`src/rtl/cpu_axi_bridge.sv`:
```
`default_nettype none
// ============================================================================
// Module   : cpu_axi_bridge
// Brief    : Merges SRAM-like inst/data ports onto one single-outstanding AXI3 master.
// Revision : 1.0
// ============================================================================
module cpu_axi_bridge #(
    parameter logic [3:0] INST_ID = 4'd0,
    parameter logic [3:0] DATA_ID = 4'd1
) (
    input  logic        clk,
    input  logic        resetn,

    input  logic        inst_req,
    input  logic        inst_wr,
    input  logic [1:0]  inst_size,
    input  logic [31:0] inst_addr,
    input  logic [31:0] inst_wdata,
    output logic [31:0] inst_rdata,
    output logic        inst_addr_ok,
    output logic        inst_data_ok,

    input  logic        data_req,
    input  logic        data_wr,
    input  logic [1:0]  data_size,
    input  logic [31:0] data_addr,
    input  logic [31:0] data_wdata,
    output logic [31:0] data_rdata,
    output logic        data_addr_ok,
    output logic        data_data_ok,

    output logic [3:0]  arid,
    output logic [31:0] araddr,
    output logic [3:0]  arlen,
    output logic [2:0]  arsize,
    output logic [1:0]  arburst,
    output logic [1:0]  arlock,
    output logic [3:0]  arcache,
    output logic [2:0]  arprot,
    output logic        arvalid,
    input  logic        arready,

    input  logic [3:0]  rid,
    input  logic [31:0] rdata,
    input  logic        rlast,
    input  logic        rvalid,
    output logic        rready,

    output logic [3:0]  awid,
    output logic [31:0] awaddr,
    output logic [3:0]  awlen,
    output logic [2:0]  awsize,
    output logic [1:0]  awburst,
    output logic [1:0]  awlock,
    output logic [3:0]  awcache,
    output logic [2:0]  awprot,
    output logic        awvalid,
    input  logic        awready,

    output logic [31:0] wdata,
    output logic [3:0]  wstrb,
    output logic        wlast,
    output logic        wvalid,
    input  logic        wready,

    input  logic        bvalid,
    output logic        bready
);

    typedef enum logic [2:0] {
        S_IDLE    = 3'd0,
        S_RD_ADDR = 3'd1,
        S_RD_DATA = 3'd2,
        S_WR      = 3'd3,
        S_WR_RESP = 3'd4
    } state_t;

    state_t      r_state;
    state_t      w_state_nxt;

    logic        r_owner_data;
    logic [1:0]  r_size;
    logic [31:0] r_addr;
    logic [31:0] r_wdata;
    logic        r_aw_done;
    logic        r_w_done;

    logic        w_accept_data;
    logic        w_accept_inst;
    logic        w_rd_done;
    logic        w_wr_done;
    logic        w_unused;

    // rid/rlast carry no information with a single outstanding len-0 burst
    assign w_unused = &{1'b0, inst_wr, inst_wdata, rid, rlast};

    always_comb begin
        w_state_nxt   = r_state;
        w_accept_data = 1'b0;
        w_accept_inst = 1'b0;
        w_rd_done     = 1'b0;
        w_wr_done     = 1'b0;
        arvalid       = 1'b0;
        rready        = 1'b0;
        awvalid       = 1'b0;
        wvalid        = 1'b0;
        bready        = 1'b0;
        case (r_state)
            S_IDLE: begin
                w_accept_data = data_req;
                w_accept_inst = inst_req & ~data_req;
                if (data_req) begin
                    w_state_nxt = data_wr ? S_WR : S_RD_ADDR;
                end else if (inst_req) begin
                    w_state_nxt = S_RD_ADDR;
                end
            end
            S_RD_ADDR: begin
                arvalid = 1'b1;
                if (arready) begin
                    w_state_nxt = S_RD_DATA;
                end
            end
            S_RD_DATA: begin
                rready = 1'b1;
                if (rvalid) begin
                    w_rd_done   = 1'b1;
                    w_state_nxt = S_IDLE;
                end
            end
            S_WR: begin
                awvalid = ~r_aw_done;
                wvalid  = ~r_w_done;
                if ((r_aw_done | awready) & (r_w_done | wready)) begin
                    w_state_nxt = S_WR_RESP;
                end
            end
            S_WR_RESP: begin
                bready = 1'b1;
                if (bvalid) begin
                    w_wr_done   = 1'b1;
                    w_state_nxt = S_IDLE;
                end
            end
            default: w_state_nxt = S_IDLE;
        endcase
    end

    always_ff @(posedge clk) begin
        if (!resetn) begin
            r_state   <= S_IDLE;
            r_aw_done <= 1'b0;
            r_w_done  <= 1'b0;
        end else begin
            r_state <= w_state_nxt;
            if (r_state == S_WR && w_state_nxt == S_WR) begin
                if (awvalid & awready) begin
                    r_aw_done <= 1'b1;
                end
                if (wvalid & wready) begin
                    r_w_done <= 1'b1;
                end
            end else begin
                r_aw_done <= 1'b0;
                r_w_done  <= 1'b0;
            end
        end
    end

    // Request capture; size 3 is folded onto word
    always_ff @(posedge clk) begin
        if (!resetn) begin
            r_owner_data <= 1'b0;
            r_size       <= 2'd0;
            r_addr       <= 32'd0;
            r_wdata      <= 32'd0;
        end else if (w_accept_data) begin
            r_owner_data <= 1'b1;
            r_size       <= (data_size == 2'd3) ? 2'd2 : data_size;
            r_addr       <= data_addr;
            r_wdata      <= data_wdata;
        end else if (w_accept_inst) begin
            r_owner_data <= 1'b0;
            r_size       <= (inst_size == 2'd3) ? 2'd2 : inst_size;
            r_addr       <= inst_addr;
        end
    end

    always_comb begin
        case (r_size)
            2'd0:    wstrb = 4'b0001 << r_addr[1:0];
            2'd1:    wstrb = r_addr[1] ? 4'b1100 : 4'b0011;
            default: wstrb = 4'b1111;
        endcase
    end

    assign data_addr_ok = resetn & w_accept_data;
    assign inst_addr_ok = resetn & w_accept_inst;
    assign data_data_ok = resetn & ((w_rd_done & r_owner_data) | w_wr_done);
    assign inst_data_ok = resetn & w_rd_done & ~r_owner_data;
    assign data_rdata   = rdata;
    assign inst_rdata   = rdata;

    assign arid    = r_owner_data ? DATA_ID : INST_ID;
    assign araddr  = r_addr;
    assign arsize  = {1'b0, r_size};
    assign arlen   = 4'd0;
    assign arburst = 2'b01;
    assign arlock  = 2'b00;
    assign arcache = 4'd0;
    assign arprot  = 3'd0;

    assign awid    = DATA_ID;
    assign awaddr  = r_addr;
    assign awsize  = {1'b0, r_size};
    assign awlen   = 4'd0;
    assign awburst = 2'b01;
    assign awlock  = 2'b00;
    assign awcache = 4'd0;
    assign awprot  = 3'd0;

    assign wdata = r_wdata;
    assign wlast = 1'b1;

endmodule
`default_nettype wire

```
`config.mk`:
```
export PLATFORM = sky130hd
export DESIGN_NAME = cpu_axi_bridge
export DESIGN_NICKNAME = d
export VERILOG_FILES = /design/src/rtl/cpu_axi_bridge.sv
export SDC_FILE = /design/constraint.sdc
export NUM_CORES = 1
export LEC_CHECK = 0
export CAP_MARGIN = 20
export CORE_AREA = 10 10 146 148
export DETAILED_ROUTE_END_ITERATION = 8
export DIE_AREA = 0 0 156 158
export GPL_ROUTABILITY_DRIVEN = 0
export PLACE_DENSITY = 0.68
export REMOVE_ABC_BUFFERS = 1
export SYNTH_ARGS = -nofsm -noshare
export SYNTH_HDL_FRONTEND = slang
export SYNTH_SLANG_ARGS = --single-unit
```
`constraint.sdc`:
```
create_clock -name clk -period 2 [get_ports clk]
set_input_delay 0.4 -clock clk [delete_from_list [all_inputs] [get_ports clk]]
set_output_delay 0.4 -clock clk [all_outputs]
set_load 0.03 [all_outputs]
```
* Word level (Yosys, flattened, before mapping)
Cells that the tools add are included.
W data, S select, Z words.
** Word-level totals
- Input bits :: 180
- ROM bits :: 0
- Memories kept :: 0
- Bits in registers :: 72
- Latch bits :: 0
- Bits in writable memories :: 0
** Operators by class
- Bitwise gates (word level) :: 17
- Equal/unequal tests :: 8
- Multipliers :: 0
- Multiplexer cells :: 30
- Shifts and indexed selects :: 1
- Divide/modulo/power cells :: 0
- Reduce and logical (&&, ||, !) cells :: 5
- $add $sub $neg :: 0
- $lt $le $gt $ge :: 0
** Operator list (count)
- $mux W32 :: 2
- $mux W3 :: 6
- $pmux W3 S5 :: 1
- $mux W1 :: 14
- $and A1 B1 Y1 :: 10
- $mux W2 :: 5
- $eq A3 B2 Y1 const B :: 3
- $pmux W4 S2 :: 1
- $eq A2 B2 Y1 const B :: 2
- $mux W4 :: 1
- $not A1 Y1 :: 4
- $shl A1 B2 Y4 const A :: 1
- $eq A3 B1 Y1 const B :: 1
- $eq A3 B3 Y1 const B :: 1
- $logic_not A3 Y1 :: 1
- $or A1 B1 Y1 :: 3
- $eq A2 B1 Y1 const B :: 1
- $logic_not A2 Y1 :: 1
- $reduce_and A2 Y1 :: 1
- $reduce_bool A2 Y1 :: 1
- $logic_and A1 B1 Y1 :: 1

* Longest topological paths before layout
Gate-level depths: netlist (run 1).
- Word-level depth :: 7
- Mapped depth :: 6
- Mapped depth without buffers :: 3

* Worst setup path after synthesis (run 1)
Ideal clock, no wire load.
- Path type :: reg-to-output
- Start point :: reg r_state[1]
- End point :: out data_data_ok
- Cell stages (with the launch flop) :: 5
- Data arrival time :: 2074 ps
- Buffers on the path :: 1
- Slack :: -474 ps
- Cells stage by stage :: dfxtp_1 > buf_2 > nor3b_1 > a32oi_1 > nor2_1
** On the way
- Word-level cells in the longest chain between the ends :: 5
- Elaborated cells on any way between the ends :: 7
- Those cells by class :: eq/ne (2); mux (2); bitwise (3)
** RTL lines
- from (decl) :: line 78 : state_t r_state;
- from (signal assigned) :: line 155 : r_state <= w_state_nxt;
- $eq A3 B2 Y1 :: line 108 : case (r_state)
- $mux W1 :: line 108
- $and A1 B1 Y1 :: line 199 : assign data_data_ok = resetn & ((w_rd_done & r_owner_data) | w_wr_done);
- $or A1 B1 Y1 (*) :: line 199
- $and A1 B1 Y1 (*) :: line 199
- to (decl) :: line 30 : output logic data_data_ok,
Mark *: on every way between the ends. The rest lies on a longest branch, timed or not.

* Worst setup path after layout (run 1)
- Start point :: reg r_state[0]
- End point :: out inst_data_ok
** On the way
- Word-level cells in the longest chain between the ends :: 4
** RTL lines
- $eq A3 B2 Y1 :: line 108
- $mux W1 :: line 108
- $and A1 B1 Y1 (2 in a row) :: line 200 : assign inst_data_ok = resetn & w_rd_done & ~r_owner_data;
- to (decl) :: line 21 : output logic inst_data_ok,
Every way passes these cells.

==> results by stage, run 1 <==
Worst setup path:
- Measured in cells, the most critical reg-to-reg path has a length of 7.
- STA puts the critical path data required time at roughly 1.6 ns.
- The startpoint type of the worst setup path is a register.
- The arrival time of the worst setup path is 1.63 ns.
- The worst register-to-register path ends at r_size[0]$_SDFFE_PN0P_.
- STA classifies the critical path endpoint as a primary output.
- The startpoint of the lowest-slack register-to-register path is r_state[0]$_SDFF_PN0_.
- The critical path is of the register to primary output type.
- Along the worst path, the maximum fanout reaches 3.
- The register-to-register setup slack is around 0.26 ns.

Status:
- The run finished, with violations left.
- The checks that failed: negative setup slack.

Floorplanning:
- The die boundary width is 156 um.
- The number of primary I/O pins is a little under 400.
- The placeable core area is ~18,000 um2.
- The vertical die dimension is roughly 160 um.
- The floorplan step defined a die boundary enclosing roughly 25,000 um2.
- The floorplan row count is 50.
- Once the floorplan was initialized, standard cells occupied approximately 23% of the core.

GRT:
- Global routing consumed, over all layers together, 14.3% of the routing resources.
- The total overflow left after global routing is 0.
- The first global-routing pass estimated 25.9 mm of wire.
- The number of antenna violations at the first check in global routing came to 1.
- The via count of the first global-routing pass is 3,882.
- The largest net degree at the start of global routing is 34.

Timing:
- The final number of hold-violating endpoints is 0.
- The clock tree skew after final layout is approximately 0.0055 ns.
- Subtracting the final worst setup slack from the clock period gives ~2.0 ns.
- The period utilization is 101%.
- The maximum clock frequency is 494 MHz.
- Setup violations remaining at the end of the flow were counted as 1.
- The total count of max-transition violations in the final report is 0.
- The final worst setup slack is -0.0261 ns.
- Setup repair after global routing could not meet its margin everywhere.
- The final-layout worst hold slack is 0.450 ns.

Synthesis:
- After synthesis, the largest family of logic cells by area is buffers and inverters.
- The synthesis warning total is 0.
- The netlist area before placement is ~4300 um2.
- The cell count after synthesis is between 400 and 500.
- Among all flip-flop cells after synthesis, the most frequent one is sky130_fd_sc_hd__dfxtp_1.
- Counting flops with a built-in enable in the synthesized netlist gives 0.
- The simple logic cell fraction of the synthesized area is 10.4%.
- The synthesis-stage register bit count is just over 70.
- The multiplexer share of the synthesized area is 0%.
- The share of the synthesized area in compound gates (AO/OA/AOI/OAI) is 23.6%.
- The number of distinct standard cells referenced by the synthesized netlist is 38.
- Each instance of the synthesized netlist takes up on average around 8.6 um2.
- The adder-cell area share of the yosys netlist is 0%.
- For this run, asynchronously set or reset flops after synthesis account for 0%.
- The xor and xnor fraction of the mapped netlist area is 0%.
- Sequential cells were found to cover between 30% and 40% of the synthesized design area.

CTS:
- TritonCTS built the clock tree.
- The total number of H-tree levels is 3.
- The deepest clock path buffer count is 2.
- The clock transition at the registers of the reported paths is approximately 0.06 ns.
- Clock tree synthesis inserted a total of 9 buffers.
- The TritonCTS sink count is 72.
- The clock network latency to the later pin of the worst-skew pair is 0.34 ns.
- Clock tree synthesis selected as its root buffer the cell sky130_fd_sc_hd__clkbuf_16.

Final layout:
- The area taken by flip-flops and latches is 1450 um2.
- For this run, the post-layout net count is 803.
- Of the cells placed in the final design, the portion with a size suffix greater than 1 is 15.3%.
- The layout overhead on the synthesized area is 50.0%.
- The final cell count without fillers is 863.
- The area occupied by multi-input gates is 1670 um2.
- Leaving out fill and tap cells, the most frequent cell in the layout is sky130_fd_sc_hd__clkdlybuf4s50_1.
- Leaving out fill and tap cells, the most frequent cells in the layout are sky130_fd_sc_hd__clkdlybuf4s50_1 (209), sky130_fd_sc_hd__dfxtp_1 (69), sky130_fd_sc_hd__nand2_1 (67).
- The layout has roughly 1,900 filler cells.

Job:
- The number of maximum-capacitance constraint violations is 0.

Pwr:
- The portion of total power attributed to the clock network is 29.0%.
- Net switching is 36.3% of the power.
- The power after layout is roughly 5700 uW.
- Summed over all nets, the switching power comes to 2060 uW.
- The power per unit of standard cell area is about 890 nW/um2.
- The internal portion of the total power is approximately 3600 uW.
- The worst-case IR drop observed on VDD is around 400 uV.
- The sequential share of power is between 30 and 40%.
- The share of total power dissipated in combinational logic is between 40 and 50%.
- The standby leakage power is around 0.0024 uW.

Drt:
- After detailed routing, the number of remaining DRC violations is 0.
- The detail route stage leaves a number of antenna-violating nets equal to 0.
- The number of design-rule violations left by the first detailed-router iteration is 135.
- The via count normalized by instance count is approximately 4.3.
- Wires add up to between 15 and 20 mm.
- Dividing the detail-routed wire length by the instance count gives 21.5 um.
- The overall via count from detail_route is 3,736.
- The iteration count of the initial detailed-routing pass is 4.

Worst hold path:
- The path class of the tightest hold or removal check is register to register.
- The worst hold path endpoint is wdata[22]$_SDFFE_PN0P_.
- The startpoint identified for the worst hold timing path is wdata[22]$_SDFFE_PN0P_.
- The hold-critical path depth is 2.

Placement:
- The half-perimeter wire length after detailed placement is ~15 mm.
- The count of input and output buffers is 223.
- The number of placed instances, taps included, is 836.
## how the worst max path moves through the flow
stage                                     start            to  slack (ns)  depth (start not counted)
after floorplan                          resetn  inst_addr_ok       -1.16                          2
after global placement                 data_req  data_addr_ok       -0.37                          4
after detailed placement               data_req  data_addr_ok       -0.34                          4
after CTS                 r_state[2]$_SDFF_PN0_  inst_addr_ok       -0.08                          4
after global routing      r_state[0]$_SDFF_PN0_  inst_data_ok       -0.11                          6
final                     r_state[0]$_SDFF_PN0_  inst_data_ok       -0.03                          6
## cell type report
| type | count | share of cell area [%] |
|---|---|---|
| diodes | 1 | 0.0392 |
| repair buffers | 251 | 39.6 |
| inverters | 38 | 2.23 |
| well taps | 234 | 4.59 |
| clock inverters | 3 | 0.627 |
| flip-flops and latches | 72 | 22.7 |
| multi-input cells | 251 | 26.1 |
| clock buffers | 13 | 4.08 |
## worst max-delay path, stage by stage, from the launching register on
cell	delay (ns)
sky130_fd_sc_hd__dfxtp_4	0.35
sky130_fd_sc_hd__buf_8	0.12
sky130_fd_sc_hd__buf_6	0.11
sky130_fd_sc_hd__nor3b_4	0.20
sky130_fd_sc_hd__buf_4	0.14
sky130_fd_sc_hd__and4b_1	0.22
sky130_fd_sc_hd__buf_6	0.14
## routing by layer
| layer | GRT usage (%) | vias up | part of all wire, % |
|---|---|---|---|
| met4 | 3.87 | 2 | 1.4 |
| met5 | 3.23 | - | 0.33 |
| met1 | 15.0 | 1673 | 38 |
| li1 | - | 1763 | - |
| met2 | 19.6 | 284 | 40 |
| met3 | 13.7 | 14 | 20 |
## per-stage QoR
step	worst slack, ns	TNS (ns)	area (um2)	util [%]
final	-0.0261	-0.0261	6380	34.6
after global routing	-0.111	-0.207	6380	34.6
after CTS	-0.0843	-0.247	6350	34.4
after detailed placement	-0.337	-0.549	5920	32.1
after global placement	-0.373	-0.454	5920	32.1
after floorplan	-1.16	-38.38	3180	-
## cell usage after synthesis (all sizes together), types with 2 or more instances
cell type	number	area, um2
nand2b	5	31.3
nor3	3	26.3
a221oi	32	462
a21boi	16	120
nor3b	3	22.5
conb	2	7.51
a21oi	20	100
o21ai	7	38.8
nand2	67	251
a21o	2	15.0
clkbuf	9	33.8
inv	37	139
o221a	2	22.5
o22ai	34	213
buf	161	1190
dfxtp	72	1440
nor2	7	26.3
## power by group through the flow
stage,logic [uW],clock network (uW),registers (uW)
finish,2280,1650,1740
global route,2430,1790,1750
CTS,2300,1720,1740
floorplan,666,0,2270
global placement,2240,0,1760
detailed placement,2250,0,1770
## repair_timing
item,in CTS,in global routing
hold buffers,0,0
endpoints found under the setup margin,9,5
setup buffers,9,1
resized for setup,26,4
pin swaps,6,6
## sequential cells by signal, indices dropped and copies added, names as in the netlist
| name | count |
|---|---|
| araddr | 32 |
| r_owner_data | 1 |
| r_aw_done | 1 |
| r_size | 2 |
| r_w_done | 1 |
| r_state | 3 |
| wdata | 32 |
## logic make-up (layout without fill, tap and decap cells)
| logic type | after synthesis | after routing |
|---|---|---|
| simple gates | 94 | 94 |
| compound gates | 117 | 117 |
| buf+inv | 208 | 305 |
| other cells | 2 | 41 |
| flops | 72 | 72 |
Note: power is estimated with default switching activity, not from simulation.
==> run 2: changes to the inputs <==
--- a/config.mk
+++ b/config.mk
@@ -12,6 +12,7 @@
 export GPL_ROUTABILITY_DRIVEN = 0
 export PLACE_DENSITY = 0.68
 export REMOVE_ABC_BUFFERS = 1
+export SKIP_CTS_REPAIR_TIMING = 1
 export SYNTH_ARGS = -nofsm -noshare
 export SYNTH_HDL_FRONTEND = slang
 export SYNTH_SLANG_ARGS = --single-unit
==> results by stage, run 2 (same netlist as run 1, synthesis figures left out) <==
Status:
- The run finished, with violations left.
- The checks that failed: negative setup slack.

Worst setup path:
- At the worst endpoint, the required time is 1.60 ns.
- STA classifies the critical path endpoint as a primary output.
- In this run the worst path has a maximum fanout of 2.
- The arrival time of the worst setup path is between 1.5 and 2 ns.
- The startpoint type of the worst setup path is an input port.
- The worst setup path is of the input port to primary output kind.

Timing:
- The post-layout minimum cycle time is roughly 2.1 ns.
- The total count of max-transition violations in the final report is 0.
- Setup violations remaining at the end of the flow were counted as 1.
- The maximum clock frequency is ~470 MHz.
- The final number of hold-violating endpoints is 0.
- Across the routed clock network, the largest skew measured is about 0.0058 ns.
- The final worst setup slack is -0.129 ns.
- Setup repair after global routing could not meet its margin everywhere.
- On the final layout, the worst hold slack is 0.450 ns.
- After layout, the worst path uses 106% of the clock period.
- After routing, the total negative slack on setup checks comes to -0.129 ns.

Placement:
- At the placement stage, the worst setup path has a slack of -0.337 ns.
- The half-perimeter wire length after detailed placement is roughly 15 mm.
- After detailed placement, the design holds a cell count of roughly 840.
- Input and output buffers added on the ports amount to 223.

Floorplanning:
- The die boundary width is between 150 and 200 um.
- The vertical die dimension is between 150 and 200 um.
- The floorplan row count is 50.
- The initial utilization of the core area, before any placement, comes to a little under a quarter.
- The number of primary I/O pins is approximately 400.
- The floorplan step defined a die boundary enclosing ~25,000 um2.
- The placeable core area is around 18,000 um2.

Drt:
- After detailed routing, the number of vias per cell comes to 4.33.
- For this run, the detailed router's first-pass iteration total came to 4.
- Dividing the detail-routed wire length by the instance count gives roughly 22 um.
- The number of design-rule violations left by the first detailed-router iteration is around 150.
- Summed over all layers, the routed wires come to roughly 19 mm.
- For this block, the via count after detailed routing is 3,707.
- For this run, design rule violations remaining after detail routing come to 0.
- The number of nets with antenna violations after routing is 0.

Pwr:
- In this run the power density over the cells is just under 900 nW/um2.
- The standby leakage power is 0.00245 uW.
- The largest vdd supply drop is roughly 400 uV.

GRT:
- The number of antenna violations at the first check in global routing is 1.
- The via count of the first global-routing pass is approximately 3,800.
- The wire length of the first global-routing pass is between 20 and 30 mm.
- The overall global routing resource usage is roughly 14%.
- The overall overflow remaining after global route is 0.
- Entering global routing, the biggest net connects 34 pins.

CTS:
- CTS placed an instance of sky130_fd_sc_hd__clkbuf_16 at the clock tree root.
- The number of clock buffers added by TritonCTS is 9.
- CTS saw 72 sinks.
- The later pin in the worst-skew pair is clocked with a latency of between 0.3 and 0.4 ns.
- The TritonCTS clock tree is done.
- CTS built an H-tree with a depth of 3.
- No sink is reached through more buffers than the 2 on the longest clock path.
- The clock transition at the registers of the reported paths is roughly 0.05 ns.

Worst hold path:
- The path class of the tightest hold or removal check is register to register.

Final layout:
- The library cell used most frequently in the layout, excluding fill and tap cells, is sky130_fd_sc_hd__clkdlybuf4s50_1.
- Measured on the finished design, the core utilization comes to 34.4%.
- The filler cells instantiated in the layout total slightly below 2,000.
- In the final layout, the share of cells above drive strength 1 is ~14%.
- The final cell count without fillers is roughly 860.
- The net count of the finished layout is 797.
- The layout overhead on the synthesized area is 49.3%.
- The top cell types in the final layout, fill and taps aside, are sky130_fd_sc_hd__clkdlybuf4s50_1 (210), sky130_fd_sc_hd__dfxtp_1 (69), sky130_fd_sc_hd__nand2_1 (67).

Job:
- The number of maximum-capacitance constraint violations is 0.
==> run 2: changes by cell type in the layout (fill, tap and decap cells not counted), sizes merged <==
cell / previous run / this run
buf: 36 / 30
dlymetal6s2s: 0 / 5
clkdlybuf4s50: 209 / 210
dlygate4sd2: 6 / 0
==> run 2: metal layers <==
layer	part of all wire (%)	up-vias	track usage, %
met5	0.33	-	3.23
met4	1.4	2	3.87
met3	20	14	13.6
met2	39	284	19.2
met1	39	1658	15.1
li1	-	1749	-
==> run 2: area by class of cell <==
| class | instances | area [um2] | area share [%] |
|---|---|---|---|
| antenna | 1 | 2.50 | 0.0394 |
| clock buffer | 13 | 260 | 4.09 |
| clock inverter | 3 | 40.0 | 0.630 |
| inverter | 38 | 143 | 2.24 |
| multi-input combinational | 251 | 1670 | 26.2 |
| sequential | 72 | 1450 | 22.8 |
| tap | 234 | 293 | 4.61 |
| timing repair buffer | 245 | 2500 | 39.3 |
==> run 2: through the flow <==
step           power [uW]  cell area, um2
2_1_floorplan        2940            3180
3_3_place_gp         4000            5920
3_5_place_dp         4020            5920
4_1_cts              5710            6220
5_1_grt              5960            6350
6_report             5660            6360
==> run 2: path summary, 6_finish.rpt <==
check / endpoint / slack (ns) / cells after the start / from
hold reg to reg: wdata[23]$_SDFFE_PN0P_ / 0.45 / 2 / wdata[23]$_SDFFE_PN0P_
hold / removal: wdata[23]$_SDFFE_PN0P_ / 0.45 / 2 / wdata[23]$_SDFFE_PN0P_
setup / recovery: data_addr_ok / -0.13 / 4 / data_req
setup reg to reg: r_size[0]$_SDFFE_PN0P_ / 0.35 / 6 / r_state[0]$_SDFF_PN0_
==> run 2: critical path, cell delays in order <==
cell and delay, ns:
sky130_fd_sc_hd__clkdlybuf4s50_1 0.53, sky130_fd_sc_hd__or4b_4 0.51, sky130_fd_sc_hd__nor2_4 0.14, sky130_fd_sc_hd__buf_6 0.15
==> run 2: power by group <==
part / switching, uW / leakage, uW / internal (uW)
sequential: 134 / 0.000596 / 1600
clock: 621 / 0.000150 / 1030
combinational: 1300 / 0.00170 / 965
